==> config.mk <==
export PLATFORM = sky130hd
export DESIGN_NAME = seq_divider
export DESIGN_NICKNAME = d
export VERILOG_FILES = /design/src/rtl/div_pkg.sv /design/src/rtl/div_addsub.sv /design/src/rtl/seq_divider.sv
export SDC_FILE = /design/constraint.sdc
export NUM_CORES = 1
export LEC_CHECK = 0
export ABC_AREA = 1
export CAP_MARGIN = 20
export CORE_MARGIN = 2
export CORE_UTILIZATION = 28
export DETAILED_ROUTE_END_ITERATION = 10
export GPL_ROUTABILITY_DRIVEN = 0
export HOLD_SLACK_MARGIN = 0.15
export PLACE_DENSITY = 0.55
export SYNTH_ARGS = -nofsm -noshare
export SYNTH_HDL_FRONTEND = slang
export SYNTH_SLANG_ARGS = --single-unit
==> constraint.sdc <==
create_clock -name clk -period 3.3 [get_ports clk]
set_input_delay 0.66 -clock clk [delete_from_list [all_inputs] [get_ports clk]]
set_output_delay 0.66 -clock clk [all_outputs]
set_load 0.05 [all_outputs]
==> src/rtl/div_pkg.sv <==
// Shared types and constants for the sequential divider.
package div_pkg;

  typedef enum logic [1:0] {IDLE, CALC, FIXUP, DONE} div_state_e;

  // Quotient reported for a zero divisor: all ones at width w (w up to 64).
  function automatic logic [63:0] div0_quotient(input int unsigned w);
    return (64'd1 << w) - 64'd1;
  endfunction

endpackage

==> src/rtl/div_addsub.sv <==
// (W)-bit adder/subtractor; subtraction is a + ~b + 1 with the +1 as carry-in.
module div_addsub #(
  parameter int W = 17
) (
  input  logic [W-1:0] a_i,
  input  logic [W-1:0] b_i,
  input  logic         sub_i,
  output logic [W-1:0] y_o
);

  logic [W-1:0] b_eff;

  always_comb begin
    b_eff = sub_i ? ~b_i : b_i;
    y_o   = a_i + b_eff + W'(sub_i);
  end

endmodule

==> src/rtl/seq_divider.sv <==
// Radix-2 non-restoring sequential divider, signed/unsigned, one quotient bit
// per cycle with a one-cycle sign/remainder fixup and a valid/ready result.
module seq_divider
  import div_pkg::*;
#(
  parameter int WIDTH     = 16,
  parameter bit SIGNED_EN = 1'b1
) (
  input  logic             clk,
  input  logic             reset,
  input  logic             in_valid,
  output logic             in_ready,
  input  logic [WIDTH-1:0] dividend,
  input  logic [WIDTH-1:0] divisor,
  input  logic             is_signed,
  output logic             out_valid,
  input  logic             out_ready,
  output logic [WIDTH-1:0] quotient,
  output logic [WIDTH-1:0] remainder,
  output logic             div_by_zero
);

  localparam int CNT_W = $clog2(WIDTH) + 1;
  localparam logic [WIDTH-1:0] DIV0_Q = WIDTH'(div0_quotient(WIDTH));

  div_state_e       state_q, state_d;
  logic [CNT_W-1:0] cnt_q, cnt_d;
  logic [WIDTH:0]   pr_q, pr_d;     // signed partial remainder
  logic [WIDTH-1:0] qr_q, qr_d;     // |N| shifting out, quotient shifting in
  logic [WIDTH-1:0] dabs_q, dabs_d;
  logic             nneg_q, nneg_d;
  logic             qneg_q, qneg_d;
  logic [WIDTH-1:0] quot_q, quot_d;
  logic [WIDTH-1:0] rem_q, rem_d;
  logic             dbz_q, dbz_d;

  logic             op_signed, n_neg, d_neg, d_zero;
  logic [WIDTH-1:0] n_abs, d_abs, rem_mag;
  logic [WIDTH:0]   as_a, as_b, as_y;
  logic             as_sub;

  always_comb begin
    op_signed = SIGNED_EN && is_signed;
    n_neg     = op_signed && dividend[WIDTH-1];
    d_neg     = op_signed && divisor[WIDTH-1];
    d_zero    = (divisor == '0);
    n_abs     = n_neg ? (~dividend + WIDTH'(1)) : dividend;
    d_abs     = d_neg ? (~divisor + WIDTH'(1)) : divisor;
  end

  // Shared unit: iteration step in CALC, final remainder correction in FIXUP.
  always_comb begin
    as_a   = (state_q == FIXUP) ? pr_q : {pr_q[WIDTH-1:0], qr_q[WIDTH-1]};
    as_b   = {1'b0, dabs_q};
    as_sub = (state_q == CALC) && !pr_q[WIDTH];
  end

  div_addsub #(.W(WIDTH + 1)) u_addsub (
    .a_i   (as_a),
    .b_i   (as_b),
    .sub_i (as_sub),
    .y_o   (as_y)
  );

  always_ff @(posedge clk) begin
    if (reset) begin
      state_q <= IDLE;
      cnt_q   <= '0;
      pr_q    <= '0;
      qr_q    <= '0;
      dabs_q  <= '0;
      nneg_q  <= 1'b0;
      qneg_q  <= 1'b0;
      quot_q  <= '0;
      rem_q   <= '0;
      dbz_q   <= 1'b0;
    end else begin
      state_q <= state_d;
      cnt_q   <= cnt_d;
      pr_q    <= pr_d;
      qr_q    <= qr_d;
      dabs_q  <= dabs_d;
      nneg_q  <= nneg_d;
      qneg_q  <= qneg_d;
      quot_q  <= quot_d;
      rem_q   <= rem_d;
      dbz_q   <= dbz_d;
    end
  end

  always_comb begin
    state_d = state_q;
    case (state_q)
      IDLE:    if (in_valid) state_d = d_zero ? DONE : CALC;
      CALC:    if (cnt_q == CNT_W'(1)) state_d = FIXUP;
      FIXUP:   state_d = DONE;
      DONE:    if (out_ready) state_d = IDLE;
      default: state_d = IDLE;
    endcase
  end

  always_comb begin
    cnt_d   = cnt_q;
    pr_d    = pr_q;
    qr_d    = qr_q;
    dabs_d  = dabs_q;
    nneg_d  = nneg_q;
    qneg_d  = qneg_q;
    quot_d  = quot_q;
    rem_d   = rem_q;
    dbz_d   = dbz_q;
    rem_mag = pr_q[WIDTH] ? as_y[WIDTH-1:0] : pr_q[WIDTH-1:0];
    case (state_q)
      IDLE: if (in_valid) begin
        cnt_d  = CNT_W'(WIDTH);
        pr_d   = '0;
        qr_d   = n_abs;
        dabs_d = d_abs;
        nneg_d = n_neg;
        qneg_d = n_neg ^ d_neg;
        if (d_zero) begin
          quot_d = DIV0_Q;
          rem_d  = dividend;
          dbz_d  = 1'b1;
        end
      end
      CALC: begin
        pr_d  = as_y;
        qr_d  = {qr_q[WIDTH-2:0], ~as_y[WIDTH]};
        cnt_d = cnt_q - CNT_W'(1);
      end
      FIXUP: begin
        quot_d = qneg_q ? (~qr_q + WIDTH'(1)) : qr_q;
        rem_d  = nneg_q ? (~rem_mag + WIDTH'(1)) : rem_mag;
        dbz_d  = 1'b0;
      end
      default: ;
    endcase
  end

  always_comb begin
    in_ready    = (state_q == IDLE);
    out_valid   = (state_q == DONE);
    quotient    = quot_q;
    remainder   = rem_q;
    div_by_zero = dbz_q;
  end

endmodule

==> results.md, run 1 <==
- Grt total ovfl: 0
- H-tree Lvls: 3
- Leak: 3.45 nW
- Post-synthesis sequential area ratio: 0.280
- Clock sinks: 91
- Share of layout cells above drive strength 1: 0.114
- Full die area: 0.0245 mm²
- PortBufs: 71
- Util after Layout: 0.359
- Fin crit share: 0.932
- CTS tree: done
- Global-route wire length before repair: 32,400 µm
- HP Class: reg -> reg
- RSZ-0062 raised after global routing: true
- Synthesized area per cell: 6.43 µm²
- Synthesized area: 0.00650 mm²
- Iter 0 DRT Violations: 553
- WL/cell: 14.6 µm
- CP Class: reg -> reg
- Final Setup Violations: 0
- HPWL after DPL: 15,300 µm
- Fillers: 2,417
- Die width: 156 µm
- Inserted Clock Buffers: 9
- Cts hold-fix bufs: 0
- Relative slew margins: 0.554
- Pwr per Cell Area: 894 mW/mm²
- CP startpoint kind: flop
- Root buf cell: clkbuf_16
- Crit Path Max Fanout: 17
- Core Region: 0.0227 mm²
- Worst-Margin Slew: 668 ps
- Flops & latches, synth: 91
- CTS max path bufs: 2
- Die Y: 156 µm
- Clock latency on the worst-skew pair: 360 ps
- TNS Setup: 0 ps
- Antenna Diode Count: 0
- Final setup margin: 224 ps
- Post-layout min period: 3080 ps
- Fin nets: 1,148
- Routed Antenna Nets: 0
- Count of final hold-check violations: 0
- Maximum vdd drop: 430 µV
- Core Rows: 55
- Layout area overhead: 25.3%
- R2R Setup Slk: 220 ps
- Vias per cell: 4.83
- First-pass DRT Iterations: 5
- Max-cap violations: 0
- Max-slew violations: 0
- Critical Path AT: 3310 ps
- Final WL: 20,000 µm
- Vias: 6,636
- Antenna violations before repair: 0
- Fmax: 325 MHz
- Asr flop ratio synth: 0
- DRC viols: 0
- WP data required: 3530 ps
- Prevailing post-synth register cell: dfxtp_1
- Global Route Usage Sum: 0.167
- Number of synthesized flops with an enable pin: 0
- Post-synthesis net count: 1,075
- Top Ports: 72
- Crit path capture type: flop
- WHS: 465 ps
- Vias in the first global route: 6,342
- Post-Synthesis Cells: 1,012
- Initial core utilization: 0.286
- Synth unique cells: 49
- Pin count of the biggest net entering global routing: 46
- Reg clk slew, reported paths: 70 ps
- Status: complete, no violations
- Setup Skew: 9.59 ps
- Pre-CTS setup slack: 0.367 ps
- Synth warnings: 0
## layout make-up
type | instances | area [µm²] | area share
Clock buffer | 10 | 239 | 0.0293
Tap cell | 285 | 357 | 0.0438
Timing Repair Buffer | 106 | 998 | 0.123
Clock inverter | 6 | 118 | 0.0144
Sequential cell | 91 | 1820 | 0.224
Multi-Input combinational cell | 744 | 4100 | 0.503
Inverter | 133 | 517 | 0.0634
## Yosys cell counts (2+ instances only)
cell / instances / area, µm²
a21oi_1: 93 / 465
a21oi_2: 2 / 17.5
a31oi_1: 24 / 150
buf_1: 2 / 7.51
buf_2: 4 / 20.0
buf_4: 4 / 30.0
buf_6: 3 / 33.8
clkbuf_1: 30 / 113
dfxtp_1: 91 / 1820
ha_1: 25 / 313
inv_1: 126 / 473
inv_2: 4 / 15.0
nand2_1: 248 / 931
nand2_2: 10 / 62.6
nand2_4: 2 / 22.5
nand3_1: 76 / 380
nand3_2: 7 / 70.1
nand3b_1: 2 / 15.0
nand4_1: 5 / 31.3
nor2_1: 50 / 188
nor2_2: 2 / 12.5
nor2_4: 3 / 33.8
nor3_1: 16 / 80.1
nor3_2: 2 / 20.0
o211ai_1: 8 / 60.1
o21a_1: 2 / 15.0
o21ai_0: 82 / 410
o21ai_1: 17 / 85.1
o21ai_2: 2 / 17.5
o21bai_1: 3 / 22.5
o22ai_1: 3 / 18.8
or2_2: 4 / 25.0
xnor2_1: 19 / 166
xor2_1: 26 / 228
## cell usage in the layout (no fill, tap or decap), types with 6 or more instances in the layout
master and n:
a21oi_1 91, a31oi_1 24, buf_4 33, clkbuf_16 10, clkdlybuf4s50_1 70, dfxtp_1 89, ha_1 22, inv_1 124
inv_2 6, nand2_1 243, nand2_2 14, nand3_1 75, nand3_2 8, nor2_1 48, nor3_1 15, o211ai_1 8
o21ai_0 75, o21ai_1 20, xnor2_1 16, xor2_1 24
## worst max-delay path, cell delays in order, from the launching register on
cell and delay [ps]:
dfxtp_2 350, inv_1 90, ha_2 240, nand2_8 150, xnor2_1 180, ha_1 370
nand2_1 110, inv_1 60, a21oi_1 210, nand2_2 110, nand2_1 90, nand3_1 90
nand3_1 160, nand2_1 120, nor2_2 170, nor2_2 60, nor2_4 130, nand3_1 100
nand3_2 100, a21oi_2 50
## report_power, final
part,switching [mW],internal (mW),leakage [nW]
Clock,0.490,0.770,0.171
Combinational,2.78,1.62,2.54
Sequential,0.249,1.37,0.743
## cell families (layout without fill, tap and decap cells)
group | after synthesis | in the layout | synth area share
buffers and inverters | 177 | 255 | 0.111
adders and majority gates | 26 | 26 | 0.0512
and+or+nand+nor | 431 | 431 | 0.294
AOI/OAI and AO/OA | 242 | 242 | 0.203
DFF | 91 | 91 | 0.280
xor gates and xnor gates | 45 | 45 | 0.0606
## flip-flops by register name, summed over array words and instances (netlist names)
signal and count:
div_by_zero 1, quotient 16, nneg_q 1, qneg_q 1
state_q 2, qr_q 16, pr_q 17, remainder 16
dabs_q 16, cnt_q 5
## per-stage QoR
stage | cells | power, mW | instance area (µm²)
2_1_floorplan | 1012 | 4.55 | 6500
3_3_place_gp | 1353 | 5.74 | 7580
3_5_place_dp | 1353 | 5.75 | 7580
4_1_cts | 1369 | 7.03 | 7940
5_1_grt | 1375 | 7.91 | 8150
6_report | 1375 | 7.28 | 8150
## repair_timing
action                                  CTS  global route
endpoints found under the hold margin     0             0
gates cloned                              0             1
buffers inserted                          0             5
resized for setup                         1            40
endpoints found under the setup margin    3            12
pin swaps                                 0             9
## final timing paths
path / end / cells past startpoint / startpoint
hold / removal: quotient[4] / 2 / quotient[4]
setup reg to reg: remainder[15] / 19 / state_q[1]
setup / recovery: remainder[15] / 19 / state_q[1]
hold reg to reg: quotient[4] / 2 / quotient[4]
## layer usage
metal / up-vias / share of wire / global-route usage
met2: 139 / 0.44 / 0.263
met4: 0 / 0.017 / 0.0502
met1: 3006 / 0.50 / 0.232
met5: - / 0 / 0
met3: 22 / 0.049 / 0.0280
li1: 3469 / - / -
Power figures use the tool's default switching activity.
==> run 2, diff against run 1 <==
--- a/config.mk
+++ b/config.mk
@@ -7,6 +7,7 @@
 export LEC_CHECK = 0
 export ABC_AREA = 1
 export CAP_MARGIN = 20
+export CORE_ASPECT_RATIO = 0.5
 export CORE_MARGIN = 2
 export CORE_UTILIZATION = 28
 export DETAILED_ROUTE_END_ITERATION = 10
==> results.md, run 2 (synthesis gave the netlist of run 1 again) <==
- Status: complete, no violations
- Full die area: 0.0245 mm²
- Top Ports: 72
- Crit path capture type: flop
- Vias in the first global route: 6,191
- R2R Setup Slk: 230 ps
- CP startpoint kind: flop
- Hold Crit Start: quotient[4]
- Dpl cells: 1,368
- R2R depth: 22
- Grt met1 use: 0.219
- WP data required: 3530 ps
- Share of layout cells above drive strength 1: 0.101
- Setup Skew: 7.16 ps
- Cell family with the largest share of critical-path delay: simple AND/OR/NAND/NOR gates
- Critical Path AT: 3300 ps
- Vias: 6,720
- Pin count of the biggest net entering global routing: 46
- Worst-Margin Slew: 549 ps
- CTS max path bufs: 2
- Global-route wire length before repair: 32,700 µm
- Buf+Inv Stages, Crit Path: 4
- Relative slew margins: 0.634
- Core Region: 0.0228 mm²
- Post-layout min period: 3070 ps
- Worst Hold Depth: 2
- Register bank with the most flops: pr_q
- Root buf cell: clkbuf_16
- Max-cap violations: 0
- Antenna violations before repair: 0
- Layout area overhead: 23.5%
- HPWL after DPL: 15,300 µm
- Final Setup Violations: 0
- Routed Antenna Nets: 0
- Max-slew violations: 0
- Crit Path Max Fanout: 12
- Most common cell after layout, fill and taps aside: nand2_1
- H-tree Lvls: 3
- Fin nets: 1,140
- R2R Path Start: state_q[0]
- Inserted Clock Buffers: 9
- Pwr Total: 6.97 mW
- Grt total ovfl: 0
- Reg clk slew, reported paths: 70 ps
- WL/cell: 14.6 µm
- Core Rows: 39
- Global Route Usage Sum: 0.168
- Pwr per Cell Area: 869 mW/mm²
- Final WL: 20,300 µm
- Die Y: 112 µm
- Max reg flops: 17
- Layout Cells excl Fill: 1,389
- CP Class: reg -> reg
- Clock sinks: 91
- Post-route cell area: 0.00803 mm²
- Initial core utilization: 0.285
- Critical path cell sequence: inv_2, ha_4, buf_12, inv_12, nand2_2, nand3_2, nand2_1, fa_1, inv_1, nand2_1, nand2_1, o21ai_1, nor2_1, nand2_2, nor2_2, nand3_2, o21ai_2, nand2_2, nor2_4, nand3_1, nand3_2, a21oi_2
- Cell at the slowest stage of the critical path: fa_1
- Largest stage delay, worst path: 430 ps
- DRC viols: 0
- GR peak layer: met2
- Dpl cell area: 0.00756 mm²
- CTS tree: done
- Maximum vdd drop: 310 µV
- PortBufs: 71
- Antenna Diode Count: 0
- First-pass DRT Iterations: 5
- Clock latency on the worst-skew pair: 360 ps
- Highest-count cells in the layout ignoring fill and taps: nand2_1 (246), inv_1 (125), a21oi_1 (91), dfxtp_1 (89)
- HP Class: reg -> reg
- Count of final hold-check violations: 0
- Die width: 220 µm
- Fin crit share: 0.931
- Leak: 3.38 nW
- Global-route met3 utilization: 0.0292
- Reg-to-reg endpoint: remainder[15]
- Fmax: 325 MHz
- WHS: 463 ps
- Vias per cell: 4.84
- GR Util met2: 0.287
- Iter 0 DRT Violations: 429
- Worst hold endpoint: quotient[4]
## run 2: cell count changes in the layout (fill, tap and decap cells not counted), sizes merged
cell	change
clkinvlp	-1
clkbuf	+1
clkinv	+3
bufinv	-2
buf	-9
## run 2: area by class of cell
| type | count | area, µm² |
|---|---|---|
| Fill cell | 2403 | 14800 |
| Timing Repair Buffer | 98 | 938 |
| Multi-Input combinational cell | 744 | 4060 |
| Tap cell | 307 | 384 |
| Clock inverter | 6 | 70.1 |
| Clock buffer | 10 | 239 |
| Inverter | 133 | 517 |
| Sequential cell | 91 | 1820 |
## run 2: worst register-to-register path, stage by stage, from the launching register on
cell     delay [ps]
dfxtp_2         340
inv_2            50
ha_4            170
buf_12          150
inv_12           80
nand2_2          60
nand3_2          70
nand2_1          80
fa_1            430
inv_1           120
nand2_1          70
nand2_1          90
o21ai_1         110
nor2_1          140
nand2_2          80
nor2_2          120
nand3_2         100
o21ai_2         190
nand2_2         120
nor2_4          130
nand3_1         100
nand3_2          90
a21oi_2          40
## run 2: power breakdown
part           internal, mW  switching [mW]
combinational          1.49            2.78
sequential             1.37           0.233
clock                 0.616           0.490
total                  3.48            3.50
## run 2: per-layer routing
metal  wire (µm)  vias up
li1            -     3450
met1        9590     3123
met2        9620      129
met3         834       18
met4         283        0
met5           0        -
## run 2: repair_timing
item | 4_1_cts | 5_1_grt
setup buffers | 0 | 4
pin swaps | 0 | 7
hold buffers | 0 | 0
setup endpoints to repair | 1 | 13
cloned | 0 | 1
gates resized for setup | 1 | 33
## run 2: worst max path at each step
stage          depth (start not counted)             to       start
2_1_floorplan                         22  remainder[15]  state_q[1]
3_3_place_gp                          21  remainder[13]  state_q[1]
3_5_place_dp                          20  remainder[15]  state_q[0]
4_1_cts                               22  remainder[12]  state_q[0]
5_1_grt                               24  remainder[12]  state_q[0]
6_report                              22  remainder[15]  state_q[0]
## run 2: stage by stage
stage | util | setup slack, ps | TNS, ps
floorplan | - | 141 | 0
finish | 0.352 | 227 | 0
detailed placement | 0.332 | 9.52 | 0
global placement | 0.332 | 97.9 | 0
global route | 0.352 | -25.4 | -26.0
CTS | 0.345 | 5.11 | 0
